$ cat config.mk
export PLATFORM = sky130hd
export DESIGN_NAME = aes128_key_sched_ctrl
export DESIGN_NICKNAME = d
export VERILOG_FILES = /design/src/rtl/aes_pkg.sv /design/src/rtl/aes128_key_step.sv /design/src/rtl/aes128_key_sched_ctrl.sv
export SDC_FILE = /design/constraint.sdc
export NUM_CORES = 2
export LEC_CHECK = 0
export ABC_AREA = 1
export BUFFER_PORTS_ARGS = -buffer_cell sky130_fd_sc_hd__buf_4
export CORE_UTILIZATION = 41
export CTS_CLUSTER_DIAMETER = 40
export DETAILED_ROUTE_END_ITERATION = 8
export GPL_ROUTABILITY_DRIVEN = 1
export SKIP_LAST_GASP = 1
export SLEW_MARGIN = 20
export SYNTH_ARGS = -nofsm -noshare
export SYNTH_HDL_FRONTEND = slang
export SYNTH_SLANG_ARGS = --single-unit
export TNS_END_PERCENT = 10
$ cat constraint.sdc
create_clock -name clk -period 16.9 [get_ports clk]
set_clock_uncertainty 0.1 [all_clocks]
set_input_delay 5.07 -clock clk [delete_from_list [all_inputs] [get_ports clk]]
set_output_delay 5.07 -clock clk [all_outputs]
set_load 0.03 [all_outputs]
$ cat src/rtl/aes_pkg.sv
// Shared AES constants, the S-box, the round-constant table and the key-schedule FSM encoding.
package aes_pkg;

    localparam int NR = 10;
    localparam int KW = 128;

    typedef enum logic [1:0] {
        StIdle,
        StExpand,
        StFin
    } state_e;

    // S-box, byte 0x00 in the top 8 bits down to byte 0xff in the bottom 8 bits.
    localparam logic [2047:0] SboxTable = {
        128'h637c777bf26b6fc53001672bfed7ab76, 128'hca82c97dfa5947f0add4a2af9ca472c0,
        128'hb7fd9326363ff7cc34a5e5f171d83115, 128'h04c723c31896059a071280e2eb27b275,
        128'h09832c1a1b6e5aa0523bd6b329e32f84, 128'h53d100ed20fcb15b6acbbe394a4c58cf,
        128'hd0efaafb434d338545f9027f503c9fa8, 128'h51a3408f929d38f5bcb6da2110fff3d2,
        128'hcd0c13ec5f974417c4a77e3d645d1973, 128'h60814fdc222a908846eeb814de5e0bdb,
        128'he0323a0a4906245cc2d3ac629195e479, 128'he7c8376d8dd54ea96c56f4ea657aae08,
        128'hba78252e1ca6b4c6e8dd741f4bbd8b8a, 128'h703eb5664803f60e613557b986c11d9e,
        128'he1f8981169d98e949b1e87e9ce5528df, 128'h8ca1890dbfe6426841992d0fb054bb16
    };

    function automatic logic [7:0] sbox(input logic [7:0] b);
        return SboxTable[11'd2047 - {b, 3'b000} -: 8];
    endfunction

    // Round constant for rounds 1..NR; anything else yields zero.
    function automatic logic [7:0] rcon(input logic [3:0] r);
        logic [7:0] v;
        v = 8'h00;
        case (r)
            4'd1:    v = 8'h01;
            4'd2:    v = 8'h02;
            4'd3:    v = 8'h04;
            4'd4:    v = 8'h08;
            4'd5:    v = 8'h10;
            4'd6:    v = 8'h20;
            4'd7:    v = 8'h40;
            4'd8:    v = 8'h80;
            4'd9:    v = 8'h1b;
            4'd10:   v = 8'h36;
            default: v = 8'h00;
        endcase
        return v;
    endfunction

endpackage

$ cat src/rtl/aes128_key_step.sv
// One AES-128 key-expansion round: previous round key and round number in, next round key out.
module aes128_key_step
    import aes_pkg::*;
(
    input  logic [KW-1:0] cur_key,
    input  logic [3:0]    rnd,
    output logic [KW-1:0] next_key
);

    logic [31:0] w0, w1, w2, w3;
    logic [31:0] rot, sub, t;
    logic [31:0] n0, n1, n2, n3;

    // Word 0 is the most significant word of the key.
    assign w0 = cur_key[127:96];
    assign w1 = cur_key[95:64];
    assign w2 = cur_key[63:32];
    assign w3 = cur_key[31:0];

    assign rot = {w3[23:0], w3[31:24]};
    assign sub = {sbox(rot[31:24]), sbox(rot[23:16]), sbox(rot[15:8]), sbox(rot[7:0])};
    assign t   = sub ^ {rcon(rnd), 24'h000000};

    assign n0 = w0 ^ t;
    assign n1 = w1 ^ n0;
    assign n2 = w2 ^ n1;
    assign n3 = w3 ^ n2;

    assign next_key = {n0, n1, n2, n3};

endmodule

$ cat src/rtl/aes128_key_sched_ctrl.sv
// AES-128 key-schedule sequencer: expands one cipher key into an 11-entry round-key table.
module aes128_key_sched_ctrl
    import aes_pkg::*;
(
    input  logic          clk,
    input  logic          rst,
    input  logic          start,
    input  logic [KW-1:0] key,
    output logic          busy,
    output logic          done,
    output logic          keys_valid,
    input  logic [3:0]    rd_idx,
    output logic [KW-1:0] rd_key
);

    state_e        state_q, state_d;
    logic [3:0]    rnd_q, rnd_d;
    logic [KW-1:0] cur_key_q, cur_key_d;
    logic          keys_valid_q, keys_valid_d;
    logic [KW-1:0] step_key;

    logic          slot_we;
    logic [3:0]    slot_widx;
    logic [KW-1:0] slot_wdata;
    logic [KW-1:0] slot_q [NR+1];
    logic [KW-1:0] rd_key_q;

    aes128_key_step u_step (
        .cur_key  (cur_key_q),
        .rnd      (rnd_q),
        .next_key (step_key)
    );

    // Next-state, table write control and status outputs.
    always_comb begin
        state_d      = state_q;
        rnd_d        = rnd_q;
        cur_key_d    = cur_key_q;
        keys_valid_d = keys_valid_q;
        slot_we      = 1'b0;
        slot_widx    = rnd_q;
        slot_wdata   = step_key;
        busy         = 1'b0;
        done         = 1'b0;

        case (state_q)
            StIdle, StFin: begin
                done = (state_q == StFin);
                if (start) begin
                    // Accept a new key: slot 0 holds the cipher key itself.
                    slot_we      = 1'b1;
                    slot_widx    = 4'd0;
                    slot_wdata   = key;
                    cur_key_d    = key;
                    rnd_d        = 4'd1;
                    keys_valid_d = 1'b0;
                    state_d      = StExpand;
                end else begin
                    state_d = StIdle;
                end
            end
            StExpand: begin
                busy      = 1'b1;
                slot_we   = 1'b1;
                cur_key_d = step_key;
                if (rnd_q == 4'(NR)) begin
                    rnd_d        = 4'd0;
                    keys_valid_d = 1'b1;
                    state_d      = StFin;
                end else begin
                    rnd_d = rnd_q + 4'd1;
                end
            end
            default: state_d = StIdle;
        endcase
    end

    // Control state with synchronous reset.
    always_ff @(posedge clk) begin
        if (rst) begin
            state_q      <= StIdle;
            rnd_q        <= 4'd0;
            keys_valid_q <= 1'b0;
            cur_key_q    <= '0;
        end else begin
            state_q      <= state_d;
            rnd_q        <= rnd_d;
            keys_valid_q <= keys_valid_d;
            cur_key_q    <= cur_key_d;
        end
    end

    // Round-key table; contents survive reset and are only meaningful while keys_valid is set.
    always_ff @(posedge clk) begin
        if (slot_we && !rst) begin
            slot_q[slot_widx] <= slot_wdata;
        end
    end

    // Registered read port, no write bypass; out-of-range indices read as zero.
    always_ff @(posedge clk) begin
        if (rst) begin
            rd_key_q <= '0;
        end else if (rd_idx <= 4'(NR)) begin
            rd_key_q <= slot_q[rd_idx];
        end else begin
            rd_key_q <= '0;
        end
    end

    assign keys_valid = keys_valid_q;
    assign rd_key     = rd_key_q;

endmodule
Word level (Yosys, flattened, before mapping) --
Memories as Yosys holds them, arrays and structs flattened. A register that Yosys moved wholly into a read port is not among the register bits. Index checks and enable logic that the tools add are counted.
Word-level totals: register bits after elaboration 135, bits in writable memories 1408, output and inout port bits 131, input bits 135, ROM bits 128, word-level logic and storage cells 58, memories 2
Memory list:
- slot_q | words 11, width 128, read ports 1, clocked after memory_dff 1, wr ports 1, RTL line aes128_key_sched_ctrl.sv:25 | logic [KW-1:0] slot_q [NR+1];
- (name not given) | words 16, width 8, read ports 1, clocked after memory_dff 1, wr ports 0, RTL line aes_pkg.sv:33 | case (r)
Operators by class: shifts and indexed selects 4, magnitude comparators 1, bitwise operators 6, reductions and logical operators 8, equal/unequal tests 5, multiplexer cells 23, $add $sub $neg 5
Operators by type and width (number):
- 2055-bit by 12-bit indexed part select with 8-bit output (first input constant) | 4
- 128-bit two-way mux | 3
- 128-bit one-hot mux with 2 select lines | 1
- 32-bit XOR | 5
- 11-bit subtractor (first input constant) | 4
- 4-bit two-way mux | 6
- 1-bit two-way mux | 8
- 4-bit one-hot mux with 2 select lines | 1
- 4-bit by 1-bit adder with 4-bit output (second input constant) | 1
- 4-bit equality test (second input constant) | 1
- 4-bit less-or-equal comparator (second input constant) | 1
- 2-bit inequality test (second input constant) | 2
- 1-bit one-hot mux with 2 select lines | 2
- 2-bit one-hot mux with 2 select lines | 1
- 2-bit OR reduction | 2
- 3-bit AND reduction | 1
- 2-bit by 1-bit equality test with 1-bit output (second input constant) | 1
- 2-bit equality test (second input constant) | 1
- 2-bit logical NOT | 1
- 2-bit two-way mux | 1
- 2-bit AND reduction | 1
- 2-bit nonzero test | 1
- 1-bit logical AND | 1
- 1-bit logical NOT | 1
- 1-bit NOT | 1

Logic depth before layout (Yosys ltp) --
depth in word-level cells 9, depth in mapped cells 23, depth with buffers taken out 21

Cells and area by module --
Synthesis repeated with hierarchy kept, for this count alone.
Unflattened totals: cells, all modules 9531, area total of the unflattened synthesis 82750.6 um^2
Modules (own cells, without submodules):
- aes128_key_sched_ctrl | cells each 6326, area each 67447.2 um^2, times used 1
- aes128_key_step | cells each 3205, area each 15303.4 um^2, times used 1

Worst setup path before layout --
OpenSTA, ideal clock, no wires.
path kind input to register, from input start, to memory slot_q[4][0] (enable), path slack 4.858 ns, arrival 11.324 ns, path buffers 2, data required time 16.183 ns, stages on the path 8, setup time 0.617 ns, cell sequence nand2_1 > inv_1 > nor2_1 > clkbuf_1 > clkbuf_1 > nor2_1 > nand4_1 > nor2_1
Between the ends: word-level cells in the longest chain between the ends 5
Ends and longest elaborated chain:
- start: declaration | RTL line aes128_key_sched_ctrl.sv:7 | input logic start,
- 1-bit two-way mux | RTL line aes128_key_sched_ctrl.sv:49 | if (start) begin
- 1-bit one-hot mux with 2 select lines | RTL line aes128_key_sched_ctrl.sv:46 | case (state_q)
- 1-bit logical AND | RTL line aes128_key_sched_ctrl.sv:95 | if (slot_we && !rst) begin
- 1-bit two-way mux | RTL line aes128_key_sched_ctrl.sv:95
- 1-bit two-way mux (not written as such) | RTL line aes128_key_sched_ctrl.sv:96 | slot_q[slot_widx] <= slot_wdata;
- end: declaration | RTL line aes128_key_sched_ctrl.sv:25
Parallel ways exist; a longest one is shown, timed or not.

Worst setup path after layout --
from input start, to memory slot_q[10][109] (enable)
Same word-level chain as after synthesis.

==> metrics list <==
- Later-pin clock latency in the skew report: 850 ps
- Slowest cell on the critical path: sky130_fd_sc_hd__buf_4
* Met2 layer usage reported by global route: approximately 46%
* Sw Share: 33.3%
- In this run the deepest clock path goes through 3 buffers.
- After global routing, the most crowded layer is met2.
* Post CTS Setup Buffer Count: 0
- Worst path most repeated cell: sky130_fd_sc_hd__buf_4
- The count of endpoints failing hold in the final timing report is 0.
- After the last flow step, the layout net total stands at roughly 8000.
* Net count after synthesis: 8203
* Vias in the first global route: between 60000 and 70000
- At the placement stage, the worst setup path has a slack of approximately 7400 ps.
- Timing would allow up to about 120 MHz.
- For this run, the slowest stage of the critical path takes slightly below 900 ps.
- Worst Path Required: 17240 ps
- Gpl congestion: between 0.9 and 1
- Number of distinct library cells after synthesis: 44
- Average wire length per cell after detail routing: roughly 27 um
- Across the run, the number of max-cap violations was 0.
- The first global-routing pass estimated ~420 mm of wire.
* Worst min-delay path category: reg -> reg
- LEAKAGE: approximately 33 nW
* Number of sinks handled by clock tree synthesis: about 1700
- Buffers added on ports: 265
* Aggregate routed wire length: slightly below 300 mm
- The worst setup path is captured at a register.
- Of all nets on the critical path, the largest fanout is 67.
* Comb power frac: 23.4%
- Synthesized area: between 70000 and 80000 um2
- Register-to-Register Setup Slack: ~12000 ps
* Final worst path period need: about 8600 ps
- Internal power consumption: 0.00851 W
- Entering global routing, the biggest net connects roughly 190 pins.
- Summed negative setup slack over all endpoints: 0 ps
- Share of final-layout standard cells stronger than drive strength 1: 10.9%
* Flop and latch count out of synthesis: 1679
- The H-tree generated during clock tree synthesis spans 4 levels.
- The initialized floorplan defines around 160 standard-cell rows.
* Core Area: between 150000 and 200000 um2
- Die width: about 440 um
- Instance count of the mapped netlist: 8002
* Number of DRC violations after detailed-routing iteration 0: approximately 8000
- Async S/R FF share, synth: 0%
* Hold-fix buffers at CTS: 0
* Ys Warns: 0
- In this run the remaining antenna-violating nets after routing total 0.
* Combined global-route utilization of all metal layers: between 20% and 30%
- For this run, the register share of the synthesized area comes to 61.1%.
* Boundary pin count: about 270
- The final count of pins violating max slew came to 0.
* Sequential group share of total power: just under 40%
- DRC viols: 0
- Global routing consumed, on the met1 layer, 40.0% of the routing resources.
- Number of synthesized flops with an enable pin: approximately 1400
* Clock tree from TritonCTS: built
- Relative slew slack: 20.6%
* Final-layout worst hold slack: a little over 400 ps
* Switch Pwr: between 0.004 and 0.005 W
- Detailed routing inserted a total of between 60000 and 70000 vias.
- Max rail drop VDD: around 0.00012 V
- Detailed placement ended at an HPWL of between 150 and 200 mm.
* Root Driver: sky130_fd_sc_hd__clkbuf_16
* Number of buffers inserted during clock tree synthesis: ~210
* Total Power Consumption: around 0.013 W
- Kind of launch point of the worst setup path: primary input
- Setup violations remaining at the end of the flow were counted as 0.
- Arrival time of the worst setup path: between 8000 and 9000 ps
- Commonest register cell after synthesis: sky130_fd_sc_hd__edfxtp_1
- Clock-pin slew was measured on the worst setup and hold paths at roughly 50 ps.
* Slew at the pin with the worst max-slew slack: between 1000 and 1500 ps
* Synthesized area per cell: slightly below 10 um2
- The number of antenna violations at the first check in global routing is 7.
- Total global routing overflow: 0
- Final period utilization: 51.0%
* Via/cell ratio: around 6
- Post-cts gate resize count: 0
- Met3 usage: about 5.1%
- From bottom edge to top edge, the die measures between 400 and 500 um.
* Area growth syn-to-layout: 14.1%
- The first detailed-routing pass took 6 iterations.
- Setup repair after global routing missed its margin: false
- Traced cell by cell, the critical path runs through buf_4 -> nand2_4 -> buf_4 -> nand3_1 -> nor2_4 -> buf_4 -> buf_4.
- Clock power frac: 36.8%
- Worst Slack Setup Final: about 8300 ps
- Once the floorplan was initialized, standard cells occupied ~41% of the core.
* DIE AREA: about 190000 um2
- Critical setup path kind: in -> reg
- Outcome: finished, final reports clean
- In this run the power density over the cells is 143 nW/um2.
[routing by layer]
metal	wire length (um)	share of wire (%)
met2	134000	46
met3	24200	8.3
met4	13500	4.6
met1	120000	41
met5	0	0
[synth_stat cells, types with 2 or more instances]
cell	n	area (um2)
sky130_fd_sc_hd__nand2_1	1825	6850
sky130_fd_sc_hd__nand3_1	1434	7180
sky130_fd_sc_hd__edfxtp_1	1408	42300
sky130_fd_sc_hd__nor2_1	681	2560
sky130_fd_sc_hd__o21ai_0	553	2770
sky130_fd_sc_hd__clkbuf_1	360	1350
sky130_fd_sc_hd__dfxtp_1	271	5430
sky130_fd_sc_hd__a21oi_1	267	1340
sky130_fd_sc_hd__o221ai_1	256	2240
sky130_fd_sc_hd__inv_1	186	698
sky130_fd_sc_hd__o211ai_1	141	1060
sky130_fd_sc_hd__a31oi_1	99	619
sky130_fd_sc_hd__buf_2	98	490
sky130_fd_sc_hd__ha_1	66	826
sky130_fd_sc_hd__nand2_2	58	363
sky130_fd_sc_hd__buf_1	51	191
sky130_fd_sc_hd__buf_4	34	255
sky130_fd_sc_hd__a21boi_0	33	248
sky130_fd_sc_hd__inv_2	23	86.3
sky130_fd_sc_hd__buf_6	19	214
sky130_fd_sc_hd__nand3b_1	18	135
sky130_fd_sc_hd__nor2_2	18	113
sky130_fd_sc_hd__nand3_2	15	150
sky130_fd_sc_hd__nand4_1	13	81.3
sky130_fd_sc_hd__o21ai_1	13	65.1
sky130_fd_sc_hd__a21oi_2	10	87.6
sky130_fd_sc_hd__xor2_1	8	70.1
sky130_fd_sc_hd__clkinv_1	6	22.5
sky130_fd_sc_hd__buf_8	5	75.1
sky130_fd_sc_hd__nand2_4	5	56.3
sky130_fd_sc_hd__inv_4	4	25.0
sky130_fd_sc_hd__or2_0	4	25.0
sky130_fd_sc_hd__nand3b_2	3	33.8
sky130_fd_sc_hd__a21oi_4	2	32.5
sky130_fd_sc_hd__clkbuf_2	2	10.0
sky130_fd_sc_hd__nor2_4	2	22.5
sky130_fd_sc_hd__nor3_1	2	10.0
sky130_fd_sc_hd__o22ai_1	2	12.5
sky130_fd_sc_hd__xnor2_1	2	17.5
[cell families after synthesis]
logic type / share of synthesized area [%]
XOR/XNOR: 0.112
buffers and inverters: 4.39
adder cells (fa/ha/maj): 1.06
AND/OR/NAND/NOR: 22.5
AO/OA/AOI/OAI: 10.8
flip-flops: 61.1
[area by class of cell]
| type | count | area, um2 |
|---|---|---|
| inverter | 220 | 871 |
| clock buffer | 254 | 5630 |
| timing repair buffer | 363 | 2910 |
| sequential | 1679 | 47700 |
| tap | 2495 | 3120 |
| clock inverter | 142 | 1790 |
| antenna | 3 | 7.51 |
| fill | 17500 | 99400 |
| multi-input combinational | 5534 | 27100 |
[power groups by stage]
stage                     Clock (W)  Combinational (W)  Sequential, W
after floorplan                   0            0.00172        0.00515
after global placement            0            0.00288        0.00515
after detailed placement          0            0.00290        0.00515
after CTS                   0.00474            0.00290        0.00507
after global routing        0.00490            0.00319        0.00508
final                       0.00470            0.00299        0.00507
[metrics by stage]
step                utilization, %  cells  instance area, um2
finish                        47.3  10700               89200
global route                  47.3  10700               89200
CTS                           47.3  10700               89100
detailed placement            43.3  10300               81700
global placement              43.3  10300               81700
floorplan                        -   8002               78100
[registers in the layout (all words and copies together), names as in the netlist, named ones only]
| signal | count |
|---|---|
| rnd_q | 4 |
| cur_key_q | 128 |
| keys_valid | 1 |
| slot_q | 1408 |
| rd_key | 128 |
| state_q | 2 |
[worst paths after layout]
| kind | depth (start not counted) | from | to |
|---|---|---|---|
| setup / recovery | 7 | start | slot_q[10][109] |
| hold / removal | 2 | cur_key_q[120] | cur_key_q[120] |
| setup reg to reg | 17 | cur_key_q[24] | slot_q[4][3] |
| hold reg to reg | 2 | cur_key_q[120] | cur_key_q[120] |
[worst max-delay path, delay by kind of cell]
kind	cells	cell delay, ps
buffers and inverters	4	2460
AND/OR/NAND/NOR	3	1250
[layout by cell type (no fill, tap or decap), types with 33 or more instances in the layout]
| master | n |
|---|---|
| sky130_fd_sc_hd__o221ai_1 | 256 |
| sky130_fd_sc_hd__dfxtp_1 | 262 |
| sky130_fd_sc_hd__nand3_1 | 1434 |
| sky130_fd_sc_hd__nor2_1 | 668 |
| sky130_fd_sc_hd__ha_1 | 66 |
| sky130_fd_sc_hd__nand2_2 | 59 |
| sky130_fd_sc_hd__a21boi_0 | 33 |
| sky130_fd_sc_hd__o211ai_1 | 141 |
| sky130_fd_sc_hd__clkbuf_16 | 215 |
| sky130_fd_sc_hd__a31oi_1 | 99 |
| sky130_fd_sc_hd__inv_1 | 181 |
| sky130_fd_sc_hd__a21oi_1 | 267 |
| sky130_fd_sc_hd__edfxtp_1 | 1408 |
| sky130_fd_sc_hd__o21ai_0 | 550 |
| sky130_fd_sc_hd__buf_4 | 345 |
| sky130_fd_sc_hd__nand2_1 | 1823 |
No activity file was read; power rests on OpenSTA's default activity.
